[config.mk]
export PLATFORM = sky130hd
export DESIGN_NAME = axis_user_router
export DESIGN_NICKNAME = d
export VERILOG_FILES = /design/src/rtl/axis_user_router.sv
export SDC_FILE = /design/constraint.sdc
export NUM_CORES = 1
export LEC_CHECK = 0
export CORE_UTILIZATION = 45
export CTS_CLUSTER_DIAMETER = 40
export DETAILED_ROUTE_END_ITERATION = 12
export GPL_ROUTABILITY_DRIVEN = 0
export GPL_TIMING_DRIVEN = 1
export PLACE_DENSITY = 0.84
export SLEW_MARGIN = 15
export SYNTH_ARGS = -nofsm -noshare
export SYNTH_HDL_FRONTEND = slang
export SYNTH_SLANG_ARGS = --single-unit
[constraint.sdc]
create_clock -name clk_i -period 2.4 [get_ports clk_i]
set_input_delay 0.48 -clock clk_i [delete_from_list [all_inputs] [get_ports clk_i]]
set_output_delay 0.48 -clock clk_i [all_outputs]
set_load 0.01 [all_outputs]
[src/rtl/axis_user_router.sv]
// AXI-Stream router: steers each input beat to output s_axis_tuser through a 2-deep per-output buffer.
// Optional AXIS_USER_ROUTER_CNT_EN adds per-output delivered-beat counters and a dropped-beat counter.
module axis_user_router #(
  parameter int MASTER_NUM = 4,
  parameter int DATA_WIDTH = 16,
  parameter int USER_WIDTH = 2
) (
  input  logic                             clk_i,
  input  logic                             rstn_i,
  input  logic                             s_axis_tvalid,
  output logic                             s_axis_tready,
  input  logic [DATA_WIDTH-1:0]            s_axis_tdata,
  input  logic [USER_WIDTH-1:0]            s_axis_tuser,
  output logic [MASTER_NUM-1:0]            m_axis_tvalid,
  input  logic [MASTER_NUM-1:0]            m_axis_tready,
  output logic [MASTER_NUM*DATA_WIDTH-1:0] m_axis_tdata,
  output logic [MASTER_NUM*32-1:0]         beat_cnt_o,
  output logic [31:0]                      drop_cnt_o
);

  // state | meaning
  // EMPTY | no beat held, output valid low
  // ONE   | head holds one beat
  // TWO   | head and tail both hold beats, destination blocks input
  typedef enum logic [1:0] {
    ST_EMPTY = 2'd0,
    ST_ONE   = 2'd1,
    ST_TWO   = 2'd2
  } buf_state_t;

  logic [MASTER_NUM-1:0] w_sel;
  logic [MASTER_NUM-1:0] w_full;
  logic [MASTER_NUM-1:0] w_push;
  logic [MASTER_NUM-1:0] w_pop;
  logic                  w_accept;

  // Ready never looks at m_axis_tready, so the input path has no comb loop through the outputs.
  assign s_axis_tready = rstn_i & ~(|(w_sel & w_full));
  assign w_accept      = s_axis_tvalid & s_axis_tready;
  assign w_push        = w_sel & {MASTER_NUM{w_accept}};
  assign w_pop         = m_axis_tvalid & m_axis_tready;

  for (genvar k = 0; k < MASTER_NUM; k++) begin : g_out
    buf_state_t            r_state;
    logic [DATA_WIDTH-1:0] r_head;
    logic [DATA_WIDTH-1:0] r_tail;

    assign w_sel[k]                                = (s_axis_tuser == USER_WIDTH'(k));
    assign w_full[k]                               = (r_state == ST_TWO);
    assign m_axis_tvalid[k]                        = (r_state != ST_EMPTY);
    assign m_axis_tdata[k*DATA_WIDTH +: DATA_WIDTH] = r_head;

    always_ff @(posedge clk_i or negedge rstn_i) begin
      if (!rstn_i) begin
        r_state <= ST_EMPTY;
        r_head  <= '0;
        r_tail  <= '0;
      end else begin
        case (r_state)
          ST_EMPTY: begin
            if (w_push[k]) begin
              r_head  <= s_axis_tdata;
              r_state <= ST_ONE;
            end
          end
          ST_ONE: begin
            if (w_push[k] && w_pop[k]) begin
              r_head <= s_axis_tdata;
            end else if (w_push[k]) begin
              r_tail  <= s_axis_tdata;
              r_state <= ST_TWO;
            end else if (w_pop[k]) begin
              r_state <= ST_EMPTY;
            end
          end
          ST_TWO: begin
            if (w_pop[k]) begin
              r_head  <= r_tail;
              r_state <= ST_ONE;
            end
          end
          default: r_state <= ST_EMPTY;
        endcase
      end
    end

`ifdef AXIS_USER_ROUTER_CNT_EN
    logic [31:0] r_beat_cnt;

    always_ff @(posedge clk_i or negedge rstn_i) begin
      if (!rstn_i) begin
        r_beat_cnt <= '0;
      end else if (w_pop[k]) begin
        r_beat_cnt <= r_beat_cnt + 32'd1;
      end
    end

    assign beat_cnt_o[k*32 +: 32] = r_beat_cnt;
`endif
  end

`ifdef AXIS_USER_ROUTER_CNT_EN
  logic        w_drop;
  logic [31:0] r_drop_cnt;

  // No select bit set means tuser addresses a nonexistent output.
  assign w_drop = w_accept & ~(|w_sel);

  always_ff @(posedge clk_i or negedge rstn_i) begin
    if (!rstn_i) begin
      r_drop_cnt <= '0;
    end else if (w_drop) begin
      r_drop_cnt <= r_drop_cnt + 32'd1;
    end
  end

  assign drop_cnt_o = r_drop_cnt;
`else
  assign beat_cnt_o = '0;
  assign drop_cnt_o = '0;
`endif

endmodule

==> metrics.md <==
| Metric | Value |
|---|---|
| CTS Buf Count | 17 |
| R2R cell count | 5 |
| Crit path cell chain | nor2b_1 -> mux4_2 -> nor2b_1 -> clkbuf_2 |
| Die Ht | 126.0 µm |
| Primary FF master, synth | dfrtp_1 |
| F_max | 449.3 MHz |
| Vias in the first global route | 4078 |
| Die Wd | 126.0 µm |
| Sink Count | 136 |
| Core ar. | 14750 µm² |
| Post-CTS Setup Bufs | 0 |
| Setup WS post-layout | 0.1743 ns |
| Die area | 15880 µm² |
| Clock power frac | 32.8% |
| Startpoint types | register |
| Post-DP HPWL | 9790 µm |
| Area delta synth->final | 17.99% |
| Post-synthesis register bit count | 136 |
| Total GRT Usage | 17.53% |
| Critical Path Fanout Max | 6 |
| # diodes | 0 |
| FF/Latch Area | 3406 µm² |
| Starting density of the core | 46.91% |
| Initial antenna violation count | 0 |
| CP dominant cell by count | nor2b_1 |
| Sequential area share after synthesis | 49.17% |
| CTS tree | done |
| Outcome | completed |
| Drt initial violations | 113 |
| Setup CP Type | reg -> out |
| CTS H-tree lvls | 4 |
| Stages on worst setup path | 4 |
| Pin count of the biggest net entering global routing | 74 |
| Via count | 4324 |
| Post-synth cell types | 45 |
| Number of synthesis warnings | 0 |
| Routed WL per cell | 14.85 µm |
| Placed cell count | 868 |
| Mean post-synth cell area | 11.73 µm² |
| Asr flop ratio synth | 100.0% |
| Pre-CTS setup slack | -0.2374 ns |
| Clock Tree Buf Depth | 2 |
| Clk_lat worst skew | 0.42 ns |
| Multi-input gate area | 2709 µm² |
| Worst vdd ir | 582.0 µV |
| Pre-Repair DR Iteration Count | 4 |
| CTS Hold Buffers Added | 0 |
| Power Density | 892.6 nW/µm² |
| Post-route ant nets | 0 |
| Gate power share | 25.0% |
| Sw Pwr | 0.002045 W |
| Global-route wire length before repair | 21650 µm |
| Total grt overflow | 0 |
| Max transition margin | 40.77% |
| # fillers | 1246 |
| DR vias/cell | 4.810 |
| Final core occ | 55.35% |
| Share of post-route cells with drive strength above 1 | 22.52% |
| Max-slew violation count | 0 |
| FP Rows | 44 |
| Worst path top cell family by delay | multiplexers |
| Final std cells w/o fill | 899 |
| # nets final | 728 |
| Internal power | 0.005244 W |
| # IOs | 254 |
| Final hold vios | 0 |
| Switching Share | 28.06% |
| Worst Path Arrival | 1.75 ns |
| Post-synth EDFFs | 0 |
| Crit path required time | 1.92 ns |
| RSZ-0062 raised after global routing | no |
| # setup viols final | 0 |
| Slowest cell on the critical path | mux4_2 |
| Flop pwr share | 42.2% |
| Worst setup EP type | output pin |
| CTS Root Cell | clkbuf_16 |
| Clock skew | 0.008945 ns |
| Maximum single-stage delay on the critical path | 0.45 ns |
| Fin crit share | 92.74% |
| Worst slew pin tran | 0.8885 ns |
| Syn Inst Count | 590 |
| Worst path bufs/invs | 1 |
| Final Critical Period | 2.226 ns |
| Final WL | 13350 µm |
| Max Cap Violations | 0 |
| Hold Path Class | in -> async |
| Clock-pin transition on the worst setup and hold timing paths | 0.06 ns |
| # DRC | 0 |
| Pleak | 3.854 nW |
| Syn Std Cell Area | 6922 µm² |
| Buffers on Ports | 93 |
-- metrics by stage --
step	cell area (µm²)	hold slack [ns]	setup TNS (ns)	total power, W
after floorplan	7518	0.1844	0	0.004105
after global placement	7621	0.4691	-0.3113	0.004887
after detailed placement	7621	0.4784	-1.143	0.004930
after CTS	8168	0.06023	0	0.007348
after global routing	8167	0.07482	0	0.007634
final	8167	0.06689	0	0.007289
-- area by class of cell --
class,instances,area share [%]
inverters,17,0.7814
clock buffers,19,5.424
repair buffers,119,14.82
multi-input cells,412,33.17
flip-flops and latches,136,41.70
well taps,184,2.819
clock inverters,12,1.287
-- flip-flops by register name (all words and copies together), names as in the netlist --
signal,flops
g_out.r_head,64
g_out.r_tail,64
g_out.r_state,8
-- synthesized netlist by cell type (all sizes together) (2+ instances only) --
| cell type | n | area (µm²) |
|---|---|---|
| nor2 | 7 | 28.78 |
| nor3 | 5 | 35.03 |
| and2 | 2 | 15.02 |
| nor2b | 7 | 43.79 |
| a2bb2oi | 15 | 131.4 |
| buf | 176 | 1313 |
| mux2 | 64 | 720.7 |
| inv | 17 | 63.81 |
| o22ai | 32 | 200.2 |
| o221a | 16 | 180.2 |
| or2 | 4 | 25.02 |
| dfrtp | 136 | 3403 |
| o21ai | 4 | 20.02 |
| xnor2 | 2 | 17.52 |
| nand2b | 20 | 125.1 |
| o22a | 16 | 140.1 |
| nand2 | 6 | 22.52 |
| o21a | 16 | 120.1 |
| a21oi | 21 | 142.6 |
| clkbuf | 8 | 30.03 |
| or3b | 2 | 17.52 |
-- worst paths after layout --
kind,slack (ns),from,end
setup / recovery,0.17,g_out[1].r_state[1]$_DFFE_PN0P_,s_axis_tready
hold / removal,0.07,rstn_i,g_out[0].r_state[0]$_DFFE_PN0P_
setup reg to reg,0.66,g_out[0].r_state[1]$_DFFE_PN0P_,g_out[0].r_head[9]$_DFFE_PN0P_
hold reg to reg,0.49,g_out[2].r_head[1]$_DFFE_PN0P_,g_out[2].r_head[1]$_DFFE_PN0P_
max in group asynchronous,1.00,rstn_i,g_out[3].r_head[2]$_DFFE_PN0P_
min in group clk_i,0.49,g_out[2].r_head[1]$_DFFE_PN0P_,g_out[2].r_head[1]$_DFFE_PN0P_
-- layout by cell type, fill, tap and decap left out, types with 3 or more instances in the layout --
cell type	n
o22ai_1	32
clkdlybuf4s50_1	91
nor2_1	6
buf_12	7
or2_2	4
nor3_1	3
a21oi_1	11
buf_4	19
clkinv_2	4
dfrtp_1	134
o22a_1	16
clkinvlp_4	5
mux2_2	63
conb_1	160
inv_1	17
nand2b_1	20
o21ai_0	4
o21a_1	16
nor2b_1	7
a2bb2oi_1	15
a21oi_2	10
o221a_2	16
nand2_1	6
clkbuf_16	17
-- worst register-to-register path, cell delays in order, from the launching register on --
cell and delay, ns:
dfrtp_1 0.40, or3_4 0.35, or3b_1 0.42, buf_12 0.18
o22ai_1 0.23, a21oi_2 0.05
-- what timing repair did --
item	in CTS	in global routing
gates resized for setup	1	4
setup endpoints to repair	1	1
pin swaps	0	0
-- kinds of logic (layout without fill, tap and decap cells) --
group	after synthesis	in the layout	synth area share [%]
XOR/XNOR	3	3	0.3797
AND/OR/NAND/NOR	59	59	5.260
multiplexers	65	65	10.74
buffers and inverters	201	167	20.32
flip-flops	136	136	49.17
AO/OA/AOI/OAI	125	125	14.08
other	1	160	0.05418
-- routing by layer --
layer	up-vias	track usage [%]	wire length, µm
met1	2131	22.68	5839
li1	1985	-	-
met3	18	5.438	798
met2	190	27.95	6508
met5	-	0	0
met4	0	5.953	207
-- power groups by stage --
| stage | logic (W) | clock network, W | registers, W |
|---|---|---|---|
| floorplan | 0.000920 | 0 | 0.00318 |
| global placement | 0.00179 | 0 | 0.00309 |
| detailed placement | 0.00183 | 0 | 0.00310 |
| CTS | 0.00184 | 0.00243 | 0.00308 |
| global route | 0.00196 | 0.00253 | 0.00314 |
| finish | 0.00182 | 0.00239 | 0.00308 |
(Power assumes the default switching activity.)
